[src/rtl/seq_det_pkg.sv]
// seq_det_pkg: shared types and defaults for the serial pattern detector run controller.
// Holds the run-state enum, the legacy 10010 pattern and the default widths.
package seq_det_pkg;

   typedef enum logic [1:0] {
      IDLE = 2'd0,
      RUN  = 2'd1,
      DONE = 2'd2
   } state_t;

   localparam int DEF_PAT_W = 5;
   localparam int DEF_CNT_W = 8;
   localparam int DEF_WIN_W = 16;

   localparam logic [DEF_PAT_W-1:0] DEF_PATTERN = 5'b10010;

endpackage

[src/rtl/seq_det_ctrl_if.sv]
// seq_det_ctrl_if: host/bit-source side bundle of the run controller.
// master drives run control, configuration and serial bits; slave is the controller.
interface seq_det_ctrl_if
   import seq_det_pkg::*;
#(
   parameter int PAT_W = DEF_PAT_W,
   parameter int CNT_W = DEF_CNT_W,
   parameter int WIN_W = DEF_WIN_W
) ();

   logic             start;
   logic             abort;
   logic [PAT_W-1:0] cfg_pat;
   logic [WIN_W-1:0] cfg_win;
   logic             data_in;
   logic             data_vld;
   logic             busy;
   logic             done;
   logic             match_pulse;
   logic [CNT_W-1:0] match_cnt;
   logic [WIN_W-1:0] first_pos;

   modport master (
      output start,
      output abort,
      output cfg_pat,
      output cfg_win,
      output data_in,
      output data_vld,
      input  busy,
      input  done,
      input  match_pulse,
      input  match_cnt,
      input  first_pos
   );

   modport slave (
      input  start,
      input  abort,
      input  cfg_pat,
      input  cfg_win,
      input  data_in,
      input  data_vld,
      output busy,
      output done,
      output match_pulse,
      output match_cnt,
      output first_pos
   );

endinterface

[src/rtl/seq_match_core.sv]
// seq_match_core: PAT_W-bit shift history, since-clear fill counter and pattern compare.
// SEQ_DET_OVERLAP_EN keeps history across matches; otherwise each match restarts the fill.
module seq_match_core #(
   parameter int PAT_W = 5
) (
   input  logic             clk,
   input  logic             rst,
   input  logic             i_shift_en,
   input  logic             i_clear,
   input  logic             i_bit,
   input  logic [PAT_W-1:0] i_pattern,
   output logic             o_hit
);

   localparam int FILL_W = $clog2(PAT_W);

   logic [PAT_W-1:0]  r_hist;
   logic [FILL_W-1:0] r_fill;
   logic [PAT_W-1:0]  w_nextHist;
   logic              w_full;

   // The hit is judged on the history as it will be once this bit is in,
   // so the registered pulse lands in the cycle right after the bit.
   assign w_nextHist = {r_hist[PAT_W-2:0], i_bit};
   assign w_full     = (r_fill == FILL_W'(PAT_W - 1));
   assign o_hit      = i_shift_en && w_full && (w_nextHist == i_pattern);

   always_ff @(posedge clk) begin
      if (rst || i_clear) begin
         r_hist <= '0;
         r_fill <= '0;
      end else if (i_shift_en) begin
`ifdef SEQ_DET_OVERLAP_EN
         r_hist <= w_nextHist;
         if (!w_full) begin
            r_fill <= r_fill + 1'b1;
         end
`else
         if (o_hit) begin
            r_hist <= '0;
            r_fill <= '0;
         end else begin
            r_hist <= w_nextHist;
            if (!w_full) begin
               r_fill <= r_fill + 1'b1;
            end
         end
`endif
      end
   end

endmodule

[src/rtl/seq_det_ctrl.sv]
// seq_det_ctrl: sequenced run controller around seq_match_core.
// Latches pattern/window on start, counts matches and records the first match position.
module seq_det_ctrl
   import seq_det_pkg::*;
#(
   parameter int PAT_W = DEF_PAT_W,
   parameter int CNT_W = DEF_CNT_W,
   parameter int WIN_W = DEF_WIN_W
) (
   input logic           clk,
   input logic           rst,
   seq_det_ctrl_if.slave bus
);

   state_t           r_state;
   logic [PAT_W-1:0] r_pat;
   logic [WIN_W-1:0] r_win;
   logic [WIN_W-1:0] r_bitIdx;
   logic [CNT_W-1:0] r_matchCnt;
   logic [WIN_W-1:0] r_firstPos;
   logic             r_busy;
   logic             r_done;
   logic             r_matchPulse;

   logic             w_clear;
   logic             w_shiftEn;
   logic             w_hit;
   logic [WIN_W-1:0] w_nextIdx;

   // Abort blocks the bit it arrives with, so nothing moves on an aborted cycle.
   assign w_clear   = (r_state == IDLE) && bus.start;
   assign w_shiftEn = (r_state == RUN) && bus.data_vld && !bus.abort;
   assign w_nextIdx = r_bitIdx + 1'b1;

   seq_match_core #(
      .PAT_W(PAT_W)
   ) u_core (
      .clk       (clk),
      .rst       (rst),
      .i_shift_en(w_shiftEn),
      .i_clear   (w_clear),
      .i_bit     (bus.data_in),
      .i_pattern (r_pat),
      .o_hit     (w_hit)
   );

   always_ff @(posedge clk) begin
      if (rst) begin
         r_state      <= IDLE;
         r_pat        <= PAT_W'(DEF_PATTERN);
         r_win        <= '0;
         r_bitIdx     <= '0;
         r_matchCnt   <= '0;
         r_firstPos   <= '1;
         r_busy       <= 1'b0;
         r_done       <= 1'b0;
         r_matchPulse <= 1'b0;
      end else begin
         r_done       <= 1'b0;
         r_matchPulse <= 1'b0;
         case (r_state)
            IDLE: begin
               if (bus.start) begin
                  r_pat      <= bus.cfg_pat;
                  r_win      <= bus.cfg_win;
                  r_bitIdx   <= '0;
                  r_matchCnt <= '0;
                  r_firstPos <= '1;
                  if (bus.cfg_win == '0) begin
                     r_state <= DONE;
                     r_done  <= 1'b1;
                  end else begin
                     r_state <= RUN;
                     r_busy  <= 1'b1;
                  end
               end
            end

            RUN: begin
               if (bus.abort) begin
                  r_state <= IDLE;
                  r_busy  <= 1'b0;
               end else if (bus.data_vld) begin
                  r_bitIdx <= w_nextIdx;
                  // A zero count means no match yet this run, even once the count saturates later.
                  if (w_hit) begin
                     r_matchPulse <= 1'b1;
                     if (r_matchCnt == '0) begin
                        r_firstPos <= w_nextIdx;
                     end
                     if (r_matchCnt != '1) begin
                        r_matchCnt <= r_matchCnt + 1'b1;
                     end
                  end
                  if (w_nextIdx == r_win) begin
                     r_state <= DONE;
                     r_busy  <= 1'b0;
                     r_done  <= 1'b1;
                  end
               end
            end

            DONE: begin
               r_state <= IDLE;
            end

            default: begin
               r_state <= IDLE;
               r_busy  <= 1'b0;
            end
         endcase
      end
   end

   assign bus.busy        = r_busy;
   assign bus.done        = r_done;
   assign bus.match_pulse = r_matchPulse;
   assign bus.match_cnt   = r_matchCnt;
   assign bus.first_pos   = r_firstPos;

endmodule
[src/flat_wrapper.sv]
// flat-port wrapper written by rule: the top's interface ports become plain ports
module seq_det_ctrl_flat import seq_det_pkg::*;
#(
   parameter int PAT_W = DEF_PAT_W,
   parameter int CNT_W = DEF_CNT_W,
   parameter int WIN_W = DEF_WIN_W
)
  (clk, rst, bus_start, bus_abort, bus_cfg_pat, bus_cfg_win, bus_data_in, bus_data_vld, bus_busy, bus_done, bus_match_pulse, bus_match_cnt, bus_first_pos);
  seq_det_ctrl_if #(.PAT_W(PAT_W), .CNT_W(CNT_W), .WIN_W(WIN_W)) bus_i ();
  input logic clk;
  input logic rst;
  input wire logic [$bits(bus_i.start)-1:0] bus_start;
  input wire logic [$bits(bus_i.abort)-1:0] bus_abort;
  input wire logic [$bits(bus_i.cfg_pat)-1:0] bus_cfg_pat;
  input wire logic [$bits(bus_i.cfg_win)-1:0] bus_cfg_win;
  input wire logic [$bits(bus_i.data_in)-1:0] bus_data_in;
  input wire logic [$bits(bus_i.data_vld)-1:0] bus_data_vld;
  output wire logic [$bits(bus_i.busy)-1:0] bus_busy;
  output wire logic [$bits(bus_i.done)-1:0] bus_done;
  output wire logic [$bits(bus_i.match_pulse)-1:0] bus_match_pulse;
  output wire logic [$bits(bus_i.match_cnt)-1:0] bus_match_cnt;
  output wire logic [$bits(bus_i.first_pos)-1:0] bus_first_pos;
  assign bus_i.start = bus_start;
  assign bus_i.abort = bus_abort;
  assign bus_i.cfg_pat = bus_cfg_pat;
  assign bus_i.cfg_win = bus_cfg_win;
  assign bus_i.data_in = bus_data_in;
  assign bus_i.data_vld = bus_data_vld;
  assign bus_busy = bus_i.busy;
  assign bus_done = bus_i.done;
  assign bus_match_pulse = bus_i.match_pulse;
  assign bus_match_cnt = bus_i.match_cnt;
  assign bus_first_pos = bus_i.first_pos;
  seq_det_ctrl #(.PAT_W(PAT_W), .CNT_W(CNT_W), .WIN_W(WIN_W)) u_core (.clk(clk), .rst(rst), .bus(bus_i));
endmodule
[config.mk]
export PLATFORM = sky130hd
export DESIGN_NAME = seq_det_ctrl_flat
export DESIGN_NICKNAME = d
export VERILOG_FILES = /design/src/rtl/seq_det_pkg.sv /design/src/rtl/seq_det_ctrl_if.sv /design/src/rtl/seq_match_core.sv /design/src/rtl/seq_det_ctrl.sv /design/src/flat_wrapper.sv
export SDC_FILE = /design/constraint.sdc
export NUM_CORES = 1
export LEC_CHECK = 0
export ABC_CLOCK_PERIOD_IN_PS = 4150
export BUFFER_PORTS_ARGS = -buffer_cell sky130_fd_sc_hd__buf_4
export CAP_MARGIN = 20
export CORE_ASPECT_RATIO = 1.25
export CORE_MARGIN = 5
export CORE_UTILIZATION = 50
export CTS_BUF_LIST = sky130_fd_sc_hd__clkbuf_2
export DETAILED_ROUTE_END_ITERATION = 8
export PLACE_DENSITY = 0.71
export SETUP_SLACK_MARGIN = 0.02
export SLEW_MARGIN = 40
export SYNTH_ARGS = -nofsm -noshare
export SYNTH_HDL_FRONTEND = slang
export SYNTH_SLANG_ARGS = --single-unit
export TNS_END_PERCENT = 50
[constraint.sdc]
create_clock -name clk -period 4.15 [get_ports clk]
set_clock_uncertainty 0.05 [all_clocks]
set_input_delay 0.415 -clock clk [delete_from_list [all_inputs] [get_ports clk]]
set_output_delay 0.415 -clock clk [all_outputs]
set_load 0.05 [all_outputs]
Yosys cells after proc, flatten, opt, wreduce, memory -nomap -nowiden
Cells that the tools add are included.
{"block": "op_classes", "reduce_logical": 19, "addsub": 3, "mux": 38, "n_eq_ne": 16, "n_bitwise": 3}
{"cell": "two-way mux 16 bit", "count": 8}
{"cell": "case mux 16 bit (2 select lines)", "count": 2}
{"cell": "two-way mux 8 bit", "count": 5}
{"cell": "adder 16 x 1 -> 16 bit (second input constant)", "count": 1}
{"cell": "equality test 16 bit", "count": 1}
{"cell": "logical NOT 16 bit", "count": 1}
{"cell": "case mux 8 bit (2 select lines)", "count": 1}
{"cell": "AND reduction 6 bit", "count": 2}
{"cell": "two-way mux 1 bit", "count": 11}
{"cell": "two-way mux 2 bit", "count": 5}
{"cell": "inequality test 2 bit (second input constant)", "count": 5}
{"cell": "adder 8 x 1 -> 8 bit (second input constant)", "count": 1}
{"cell": "logical NOT 8 bit", "count": 1}
{"cell": "inequality test 8 bit (second input constant)", "count": 1}
{"cell": "two-way mux 3 bit", "count": 2}
{"cell": "inequality test 2 x 1 -> 1 bit (second input constant)", "count": 3}
{"cell": "equality test 5 bit", "count": 1}
{"cell": "logical AND 1 bit", "count": 5}
{"cell": "AND reduction 5 bit", "count": 1}
{"cell": "two-way mux 4 bit", "count": 1}
{"cell": "case mux 2 bit (2 select lines)", "count": 1}
{"cell": "AND reduction 2 bit", "count": 2}
{"cell": "AND reduction 4 bit", "count": 1}
{"cell": "OR reduction 4 bit", "count": 1}
{"cell": "14 further kinds", "count": 16}
{"block": "totals", "output_inout_bits": 27, "in_bits": 27, "wordCells": 90, "reg_bits": 73}

Longest topological paths before layout
Gate-level depths: netlist of the first run.
{"block": "depth", "word_depth": 9, "ltp_mapped": 10, "ltp_nobuf": 9}

Hierarchy
A second synthesis of the first run with hierarchy kept.
{"block": "hier_totals", "cells_unflattened": 502, "area_unflattened_um2": 4038.9}
{"module": "seq_det_ctrl", "cells_each": 464, "seq_area_each_um2": 1321.3, "n_inst": 1, "area_per_inst_um2": 3649.8}
{"module": "seq_match_core", "cells_each": 38, "seq_area_each_um2": 140.1, "n_inst": 1, "area_per_inst_um2": 389.1}

Worst setup path before layout of the first run
OpenSTA, ideal clock, no wires.
{"block": "synth_timing", "path_kind": "reg-to-reg", "start": "register u_core.r_bitIdx[1]", "end": "register u_core.r_busy (netlist: u_core.bus.busy)", "path_stages_with_launch": 9, "setup_ns": 0.095, "slack_ns": 1.217, "synth_period_minus_slack_ns": 2.933, "n_path_buf": 0, "t_arrival_ns": 2.788, "t_required_ns": 4.005, "cell_sequence": "dfxtp_1 -> ha_1 -> nand3_4 -> nor4_1 -> mux2_2 -> nor4_1 -> nand4_1 -> or4_1 -> a221oi_1"}
{"block": "synth_via", "elab_chain_len": 4}
{"element": "start: declaration", "line": "seq_det_ctrl.sv:18", "source": "logic [WIN_W-1:0] r_bitIdx;"}
{"element": "start signal: assignment", "line": "seq_det_ctrl.sv:84", "source": "r_bitIdx <= w_nextIdx;"}
{"element": "adder 16 x 1 -> 16 bit", "line": "seq_det_ctrl.sv:33", "source": "assign w_nextIdx = r_bitIdx + 1'b1;"}
{"element": "equality test 16 bit", "line": "seq_det_ctrl.sv:95", "source": "if (w_nextIdx == r_win) begin"}
{"element": "inequality test 3 x 2 -> 1 bit (no source line)"}
{"element": "AND reduction 5 bit (no source line)"}
{"element": "end signal: assignment", "line": "seq_det_ctrl.sv:55", "source": "r_busy <= 1'b0;"}
{"element": "end signal: assignment", "line": "seq_det_ctrl.sv:97", "source": "r_busy <= 1'b0;"}
{"element": "end signal: assignment", "line": "seq_det_ctrl.sv:109", "source": "r_busy <= 1'b0;"}
{"element": "end: declaration", "line": "seq_det_ctrl.sv:21", "source": "logic r_busy;"}
No other way between the ends.
A chain may end at the register's enable or synchronous reset.

Final worst setup path of the first run
{"block": "layout_timing", "start": "register u_core.r_bitIdx[0]", "end": "register u_core.r_busy (netlist: u_core.bus.busy)"}
Same word-level chain as after synthesis.

==> impl_results.md, run 1 <==
- Status: completed
- Clk pin slew, worst setup/hold paths: ~0.20 ns
- Max-Cap Viols: 0
- WS Path Type: flip-flop to flip-flop
- Total Wirelength: about 10000 µm
- Setup WS post-layout: roughly 0.57 ns
- Most used cell along the critical path: nor4_1
- Logic gate share of total power: 13.2%
- Slew headroom: 50.4%
- NetSw: roughly 0.42 mW
- Top-count cell post-synth: dfxtp_1
- Setup Fix Bufs, Post-CTS: 0
- Max Slew Vio Count: 0
- Period utilization: between 80% and 90%
- Starting density of the core: between 50% and 60%
- First-pass GRT wire length: 17100 µm
- H-tree levels: 3
- Fmax: between 0.2 and 0.3 GHz
- Main combinational cell family by area after synthesis: simple AND/OR/NAND/NOR gates
- Final nets: about 580
- Post-Synthesis Cells: about 520
- Total grt overflow: 0
- Crit path max-delay cell type: nor4_1
- Routed WL per cell: 15.7 µm
- Crit path depth: 8
- HPWL after detailed placement: 7400 µm
- Layout cell share with drive strength beyond 1: 16.2%
- Post-synth ARST share: 0%
- Crit path max fanout: 14
- Delay-heaviest family, CP: simple AND/OR/NAND/NOR gates
- Ports: 54
- Die ar.: between 9000 and 10000 µm²
- Total Negative Setup Slacks: 0 ns
- CTS tree: built
- Vias in the first global route: 3599
- # diodes: 0
- Post-synth cell types: 58
- Worst reg-to-reg path cell count: 8
- Clk sink count: between 70 and 80
- Syn Nets: approximately 550
- Final setup viols: 0
- Slew @ Worst Pin: 0.737 ns
- Hold Path Cell Cnt: 3
- RSZ-0062 raised after global routing: false
- Worst VDD drop: 216 µV
- Vias: 3781
- Switching fraction of total power: between 20 and 30%
- PwrDens: approximately 330 nW/µm²
- Sequential Power Share: ~48%
- Critical-path cell list: ha_1, nand3_4, nor4_1, mux2_2, nor4_1, nand4_1, or4_1, a221oi_1
- CTS Root Cell: clkbuf_2
- Syn-to-layout area delta: 15.9%
- GRT Util Overall: between 20% and 30%
- Post-DP Area: ~4400 µm²
- Post-synth top area cell: dfxtp_1
- Compound-Gate Fraction of Synth Area: between 15 and 20%
- Worst Path Buf+Inv: 0
- Sequential area share after synthesis: ~37%
- Clock Path Buffers: 2
- Top FF cell, synth: dfxtp_1
- Post-route cell area: approximately 4600 µm²
- Hold Crit Class: input port to flip-flop
- Fin. Hold Viols: 0
- CP required: about 4.6 ns
- Crit path capture type: flip-flop
- Top cell type's share of synthesized area: between 30% and 40%
- Vias/cell: around 5.8
- Area taken by multi-input logic gates: 2340 µm²
- Warnings from Yosys: 0
- Multiplexer share of the synthesized area: less than 1%
- Largest net degree at the start of global routing: 60
- Area of the mapped netlist: 3980 µm²
- Initial antenna violation count: 0
- Largest stage delay, worst path: about 0.72 ns
- Post-synth top cells: dfxtp_1, nand2_1, nor2_1, a21oi_1, o21ai_0
- Post-Synth Adder-Cell Area: approximately 1.6%
- Core ar.: 7790 µm²
- PortBufs: 53
- Post-synth EDFFs: 0
- Inserted Clock Buffers: 9
- Synth Register Bits: 73
- DR pass1 iterations: 5
- Worst skew pair latency: approximately 0.57 ns
- Int Power: about 1.1 mW
- GPL Wtd Cong: 0.921
- Post-Synth XOR/XNOR Area: under 10%
- Row cnt: 36
- Area contributors post-synth: dfxtp_1, nand2_1, a21oi_1, o21ai_0, nor2_1
- Residual DRC: 0
- Die H: 110 µm
- WP data arrival: approximately 4 ns
- Layout fillers: about 760
- Post-Synth Simple-Gate Area: 32.7%
- Leakage power: 1.71 nW
- Clock power share: between 30% and 40%
- Setup WS pre-CTS: approximately 0.66 ns
- Die Width: ~90 µm
- CP Launch Type: flip-flop
- Seq. cell area: 1460 µm²
- DRT antenna net count: 0
- Syn_area_per_cell: approximately 7.7 µm²
- Fin crit period: around 3.6 ns
- 1st-iter DRT viols: 283
==> timing repair <==
| action | CTS | global route |
|---|---|---|
| resized for setup | 0 | 0 |
| endpoints found under the setup margin | 0 | 0 |
| endpoints found under the hold margin | 2 | 1 |
| hold buffers | 2 | 1 |
==> final timing paths <==
| path | slack [ns] | endpoint | startpoint |
|---|---|---|---|
| setup / recovery | 0.57 | u_core.bus.busy | u_core.r_bitIdx[0] |
| setup reg to reg | 0.57 | u_core.bus.busy | u_core.r_bitIdx[0] |
| hold reg to reg | 0.43 | u_core.r_win[15] | u_core.r_win[15] |
| hold / removal | 0.02 | u_core.r_pat[0] | bus_cfg_pat[0] |
==> sequential cells by signal, summed over array words and instances, names as in the netlist <==
register / count
u_core.r_state: 2
u_core.bus.first_pos: 16
u_core.r_bitIdx: 16
u_core.bus.busy: 1
u_core.bus.match_cnt: 8
u_core.u_core.r_hist: 4
u_core.u_core.r_fill: 3
u_core.r_win: 16
u_core.bus.done: 1
u_core.bus.match_pulse: 1
u_core.r_pat: 5
==> worst register-to-register path, delay by kind of cell (launching register included) <==
family,cells,cell delay (ns)
adders and majority gates,1,0.37
AOI/OAI and AO/OA,1,0.24
and+or+nand+nor,5,1.90
DFF,1,0.53
muxes,1,0.43
==> cell type report <==
class | instances | area share [%]
multi-input cells | 398 | 50.9
flip-flops and latches | 73 | 31.7
repair buffers | 62 | 10.3
clock inverters | 7 | 3.07
well taps | 95 | 2.58
clock buffers | 9 | 0.978
inverters | 6 | 0.489
==> logic make-up (layout without fill, tap and decap cells) <==
family	after synthesis	after routing
multiplexers	3	3
AND/OR/NAND/NOR	248	248
adder cells (fa/ha/maj)	5	5
XOR/XNOR	34	34
buffers and inverters	44	84
flip-flops	73	73
AO/OA/AOI/OAI	108	108
==> per-stage QoR <==
stage          power, mW  utilization [%]  hold WS [ns]  instances
6_report            1.54             59.1        0.0197        650
4_1_cts             1.55             58.8       0.00112        649
3_5_place_dp       0.959             56.1         0.408        631
2_1_floorplan      0.888                -         0.391        515
3_3_place_gp       0.956             56.1         0.405        631
5_1_grt             1.61             59.1       0.00215        650
==> routing by layer <==
metal / share of wire (%) / track usage [%] / up-vias
met2: 47 / 36.5 / 107
met3: 5.4 / 4.45 / 24
li1: - / - / 1883
met4: 2.5 / 9.50 / 0
met5: 0 / 0 / -
met1: 45 / 26.4 / 1767
==> layout by cell type, fill, tap and decap left out, types with 10 or more instances in the layout <==
cell,instances
nor4_1,10
dfxtp_1,73
xor2_1,16
nand2b_1,22
o21ai_0,37
xnor2_1,18
buf_4,59
nand2_1,68
nand3_1,24
nor2_1,49
nand4_1,15
a21oi_1,42
==> power by group through the flow <==
stage / sequential (mW) / clock, mW / combinational (mW)
after floorplan: 0.781 / 0 / 0.107
after detailed placement: 0.758 / 0 / 0.201
after global routing: 0.748 / 0.636 / 0.225
after global placement: 0.758 / 0 / 0.199
final: 0.744 / 0.594 / 0.204
after CTS: 0.744 / 0.603 / 0.203
Power figures use the tool's default switching activity.
==> run 2: changes to the inputs <==
--- a/config.mk
+++ b/config.mk
@@ -5,8 +5,8 @@
 export SDC_FILE = /design/constraint.sdc
 export NUM_CORES = 1
 export LEC_CHECK = 0
-export ABC_CLOCK_PERIOD_IN_PS = 4150
-export BUFFER_PORTS_ARGS = -buffer_cell sky130_fd_sc_hd__buf_4
+export ABC_CLOCK_PERIOD_IN_PS = 4500
+export BUFFER_PORTS_ARGS = -buffer_cell sky130_fd_sc_hd__buf_2
 export CAP_MARGIN = 20
 export CORE_ASPECT_RATIO = 1.25
 export CORE_MARGIN = 5
==> constraint.sdc (replaced) <==
create_clock -name clk -period 4.5 [get_ports clk]
set_clock_uncertainty 0.05 [all_clocks]
set_input_delay 0.45 -clock clk [delete_from_list [all_inputs] [get_ports clk]]
set_output_delay 0.45 -clock clk [all_outputs]
set_load 0.05 [all_outputs]
==> run 2 against run 1 <==
Compared with the run above: clock power down 27%; sequential power down 7.8%; cell count down 0.31%; maximum frequency up 2.1%; setup slack better by 0.42 ns; combinational power down 14%; via count down 0.19%; cell area down 4.3%; core utilization down 2.5 points; register-to-register slack better by 0.42 ns; critical path type unchanged; critical endpoint unchanged.
==> impl_results.md, run 2 (synthesis gave the netlist of run 1 again) <==
- Total grt overflow: 0
- Largest stage delay, worst path: between 0.7 and 0.8 ns
- GPL Wtd Cong: between 0.9 and 1
- WP data arrival: roughly 3.9 ns
- Total Negative Setup Slacks: 0 ns
- GRT Util Overall: a little over a fifth
- First-pass GRT wire length: roughly 17000 µm
- Status: completed
- Fin. Hold Viols: 0
- Total Wirelength: between 10000 and 15000 µm
- Slew @ Worst Pin: 0.728 ns
- # diodes: 0
- Area taken by multi-input logic gates: about 2300 µm²
- Post-DP Area: about 4300 µm²
- Delay-heaviest family, CP: simple AND/OR/NAND/NOR gates
- Utilization after layout: 56.6%
- Final setup viols: 0
- Placed Cells: ~630
- End of the worst hold path: u_core.r_pat[0]
- DRT antenna net count: 0
- CP Launch Type: flip-flop
- CP required: roughly 5 ns
- Crit path capture type: flip-flop
- Layout fillers: 759
- Crit path depth: 8
- PwrDens: roughly 290 nW/µm²
- Crit path max-delay cell type: nor4_1
- Hold Path Cell Cnt: 3
- H-tree levels: 3
- Most used cell along the critical path: nor4_1
- Clk sink count: 73
- Initial antenna violation count: 0
- PortBufs: 53
- 1st-iter DRT viols: 301
- CTS Root Cell: clkbuf_2
- Fmax: approximately 0.29 GHz
- Starting density of the core: 51.0%
- RSZ-0062 raised after global routing: false
- Worst reg-to-reg path cell count: 8
- Post-route cell area: 4410 µm²
- FF-to-FF setup slack: roughly 1 ns
- Inserted Clock Buffers: 9
- WHS: about 0.046 ns
- Seq. cell area: ~1500 µm²
- CTS tree: built
- Setup WS pre-CTS: 1.05 ns
- Ports: 54
- Vias: around 3800
- Period utilization: between 70 and 80%
- Leakage power: approximately 1.6 nW
- Row cnt: 36
- Worst VDD drop: 213 µV
- Die H: between 100 and 150 µm
- HPWL after detailed placement: approximately 7200 µm
- Post-CTS resize count: 0
- Routed WL per cell: 15.5 µm
- Clock Path Buffers: 2
- Worst skew pair latency: between 0.5 and 0.6 ns
- Core ar.: just under 8000 µm²
- Fin crit period: 3.51 ns
- Critical-path cell list: ha_1, nand3_4, nor4_1, mux2_2, nor4_1, nand4_1, or4_1, a221oi_1
- Vias in the first global route: between 3000 and 4000
- Vias/cell: a little under 6
- Syn-to-layout area delta: 11.0%
- Residual DRC: 0
- Layout Cells excl Fill: around 650
- DR pass1 iterations: 5
- R2R Path Start: u_core.r_bitIdx[0]
- WS Path Type: flip-flop to flip-flop
- Die Width: about 90 µm
- Crit path max fanout: 14
- Total Power: ~1.3 mW
- Layout cell share with drive strength beyond 1: between 15 and 20%
- Most common cell after layout, fill and taps aside: dfxtp_1
- Worst hold start: bus_cfg_pat[0]
- Hold Crit Class: input port to flip-flop
- Die ar.: around 10000 µm²
- Reg-to-Reg End: u_core.bus.busy
- Max-Cap Viols: 0
- Worst Path Buf+Inv: 0
- Max Slew Vio Count: 0
- Clk pin slew, worst setup/hold paths: 0.21 ns
- Setup WS post-layout: about 0.99 ns
- Slew headroom: just over 50%
- Largest net degree at the start of global routing: 60
- Most frequent cells in the layout: dfxtp_1, nand2_1, buf_2, nor2_1, a21oi_1
- Final nets: 580
## run 2: cell type report
type / instances / share of cell area, %
clock buffer: 9 / 1.02
clock inverter: 7 / 2.13
inverter: 6 / 0.511
multi-input combinational: 398 / 53.2
sequential: 73 / 33.1
tap: 95 / 2.70
timing repair buffer: 60 / 7.32
## run 2: metal layers
layer | global-route usage, % | share of wire (%) | vias up
li1 | - | - | 1884
met1 | 26.0 | 45 | 1750
met2 | 34.8 | 47 | 118
met3 | 3.83 | 5.4 | 22
met4 | 11.1 | 2.8 | 0
met5 | 0 | 0 | -
## run 2: how the worst max path moves through the flow
stage | to | from | slack, ns
after detailed placement | u_core.bus.busy | u_core.r_bitIdx[0] | 1.05
after global placement | u_core.bus.busy | u_core.r_bitIdx[0] | 1.11
after floorplan | u_core.bus.busy | u_core.r_bitIdx[1] | 1.57
after global routing | u_core.r_state[1] | u_core.r_bitIdx[0] | 0.73
final | u_core.bus.busy | u_core.r_bitIdx[0] | 0.99
after CTS | u_core.bus.busy | u_core.r_bitIdx[0] | 1.00
## run 2: worst register-to-register path, stage by stage (launching register included)
cell	delay, ns
dfxtp_1	0.52
ha_1	0.34
nand3_4	0.22
nor4_1	0.71
mux2_2	0.42
nor4_1	0.28
nand4_1	0.13
or4_1	0.52
a221oi_1	0.24
## run 2: power by group
group / total [mW] / internal [mW] / switching [mW]
registers: 0.686 / 0.668 / 0.0172
clock network: 0.432 / 0.183 / 0.249
logic: 0.176 / 0.0608 / 0.115
## run 2: repair_timing
action | CTS | global route
hold buffers | 0 | 1
setup buffers | 0 | 0
endpoints found under the hold margin | 0 | 1
==> run 3: changes to the inputs <==
--- a/config.mk
+++ b/config.mk
@@ -5,7 +5,7 @@
 export SDC_FILE = /design/constraint.sdc
 export NUM_CORES = 1
 export LEC_CHECK = 0
-export ABC_CLOCK_PERIOD_IN_PS = 4500
+export ABC_CLOCK_PERIOD_IN_PS = 3200
 export BUFFER_PORTS_ARGS = -buffer_cell sky130_fd_sc_hd__buf_2
 export CAP_MARGIN = 20
 export CORE_ASPECT_RATIO = 1.25
@@ -13,7 +13,7 @@
 export CORE_UTILIZATION = 50
 export CTS_BUF_LIST = sky130_fd_sc_hd__clkbuf_2
 export DETAILED_ROUTE_END_ITERATION = 8
-export PLACE_DENSITY = 0.71
+export PLACE_DENSITY = 0.74
 export SETUP_SLACK_MARGIN = 0.02
 export SLEW_MARGIN = 40
 export SYNTH_ARGS = -nofsm -noshare
==> constraint.sdc (replaced) <==
create_clock -name clk -period 3.2 [get_ports clk]
set_clock_uncertainty 0.05 [all_clocks]
set_input_delay 0.32 -clock clk [delete_from_list [all_inputs] [get_ports clk]]
set_output_delay 0.32 -clock clk [all_outputs]
set_load 0.05 [all_outputs]
==> run 3 against run 2 <==
Compared with the run above: flip-flop and latch count did not move; critical path depth rose by 1; non-clock buffer count is 37 higher; via count rose by 4.1%; first-iteration DRC count rose by 13%; setup slack worse by 0.83 ns; cell area up 7.7%; critical endpoint unchanged; largest cell class unchanged.
==> impl_results.md, run 3 (synthesis gave the netlist of run 1 again) <==
- 1st-iter DRT viols: 340
- Hold Path Cell Cnt: 4
- Max Slew Vio Count: 0
- DRT antenna net count: 0
- CTS tree: built
- Most common cell after layout, fill and taps aside: dfxtp_1
- WHS: a little over 0.03 ns
- Slew @ Worst Pin: approximately 0.67 ns
- GRT Util Overall: between 20% and 30%
- Die H: between 100 and 150 µm
- Post-DP Area: roughly 4300 µm²
- Clk sink count: 73
- Worst reg-to-reg path cell count: 9
- Hold Crit Class: input port to flip-flop
- Crit path max fanout: 12
- Layout cell share with drive strength beyond 1: a little under a fifth
- Worst Path Buf+Inv: 1
- Clock Path Buffers: 2
- Initial antenna violation count: 0
- Area taken by multi-input logic gates: approximately 2400 µm²
- PortBufs: 53
- Final nets: just over 600
- Largest net degree at the start of global routing: 59
- Setup WS post-layout: between 0.15 and 0.2 ns
- Fin. Hold Viols: 0
- Vias in the first global route: between 3000 and 4000
- Setup WS pre-CTS: 0.00185 ns
- Row cnt: 36
- CP required: roughly 3.6 ns
- WP data arrival: 3.43 ns
- Vias: 3929
- Core ar.: between 7000 and 8000 µm²
- Fin crit period: roughly 3 ns
- Routed WL per cell: 15.8 µm
- Die ar.: a little under 10000 µm²
- Crit path depth: 9
- Status: completed
- CTS Root Cell: clkbuf_2
- Fmax: about 0.33 GHz
- HPWL after detailed placement: between 7000 and 8000 µm
- First-pass GRT wire length: 18200 µm
- Die Width: 89.8 µm
- WS Path Type: flip-flop to flip-flop
- RSZ-0062 raised after global routing: false
- Total grt overflow: 0
- Inserted Clock Buffers: 9
- PwrDens: approximately 390 nW/µm²
- Ports: 54
- Vias/cell: approximately 5.7
- Seq. cell area: roughly 1500 µm²
- H-tree levels: 3
- Max-Cap Viols: 0
- DR pass1 iterations: 5
- CP Launch Type: flip-flop
- Delay-heaviest family, CP: simple AND/OR/NAND/NOR gates
- Layout fillers: approximately 690
- Post-route cell area: 4750 µm²
- Crit path capture type: flip-flop
- Most frequent cells in the layout: dfxtp_1, nand2_1, buf_2, nor2_1, a21oi_1
- Utilization after layout: between 60% and 70%
- Leakage power: ~1.8 nW
- Slew headroom: between 50% and 60%
- Period utilization: 94.9%
- Total Negative Setup Slacks: 0 ns
- Critical-path cell list: ha_2, nand3_4, buf_4, nor4_2, a21o_1, and4_1, nand4_1, or4_1, a221oi_1
- GPL Wtd Cong: 1.03
- # diodes: 0
- Clk pin slew, worst setup/hold paths: around 0.22 ns
- Syn-to-layout area delta: 19.5%
- Worst VDD drop: approximately 290 µV
- Largest stage delay, worst path: 0.53 ns
- Worst skew pair latency: ~0.55 ns
- Final setup viols: 0
- Starting density of the core: 51.0%
- Total Wirelength: between 10000 and 15000 µm
- Residual DRC: 0
- Crit path max-delay cell type: or4_1
-- run 3: tightest hold or removal path, stage by stage --
cell	delay [ns]
buf_2	0.08
nor3b_1	0.07
o41ai_2	0.07
a21oi_1	0.06
-- run 3: per-layer routing --
layer  part of all wire [%]  global-route usage (%)  vias to the layer above
met4                    3.3                    11.3                        0
met2                     48                    37.7                      116
met1                     43                    27.2                     1827
li1                       -                       -                     1955
met3                    6.3                    5.20                       31
met5                      0                       0                        -
-- run 3: path summary, 6_finish.rpt --
| kind | end | from | slack (ns) |
|---|---|---|---|
| setup / recovery | u_core.bus.busy | u_core.r_bitIdx[1] | 0.16 |
| hold / removal | u_core.r_state[0] | bus_abort | 0.03 |
| setup reg to reg | u_core.bus.busy | u_core.r_bitIdx[1] | 0.16 |
| hold reg to reg | u_core.r_win[1] | u_core.r_win[1] | 0.43 |
-- run 3: final cells by class --
type / instances / share of cell area, %
Clock buffer: 10 / 1.05
Clock inverter: 5 / 1.71
Inverter: 6 / 0.474
Multi-Input combinational cell: 398 / 49.7
Sequential cell: 73 / 30.9
Tap cell: 95 / 2.50
Timing Repair Buffer: 97 / 13.7
-- run 3: what timing repair did --
action                                  CTS  global route
pin swaps                                 0             2
endpoints found under the setup margin    1             4
hold buffers                             22             0
endpoints found under the hold margin    22             0
buffers inserted                          0             4
resized for setup                         2             7
-- run 3: power breakdown --
group | internal, mW | switching (mW) | total [mW]
clock | 0.257 | 0.333 | 0.590
sequential | 0.939 | 0.0245 | 0.963
combinational | 0.106 | 0.171 | 0.277
-- run 3: through the flow --
| step | std cells | total power, mW |
|---|---|---|
| 3_5_place_dp | 643 | 1.23 |
| 3_3_place_gp | 643 | 1.23 |
| 5_1_grt | 684 | 1.92 |
| 6_report | 684 | 1.83 |
| 4_1_cts | 680 | 1.83 |
| 2_1_floorplan | 515 | 1.15 |
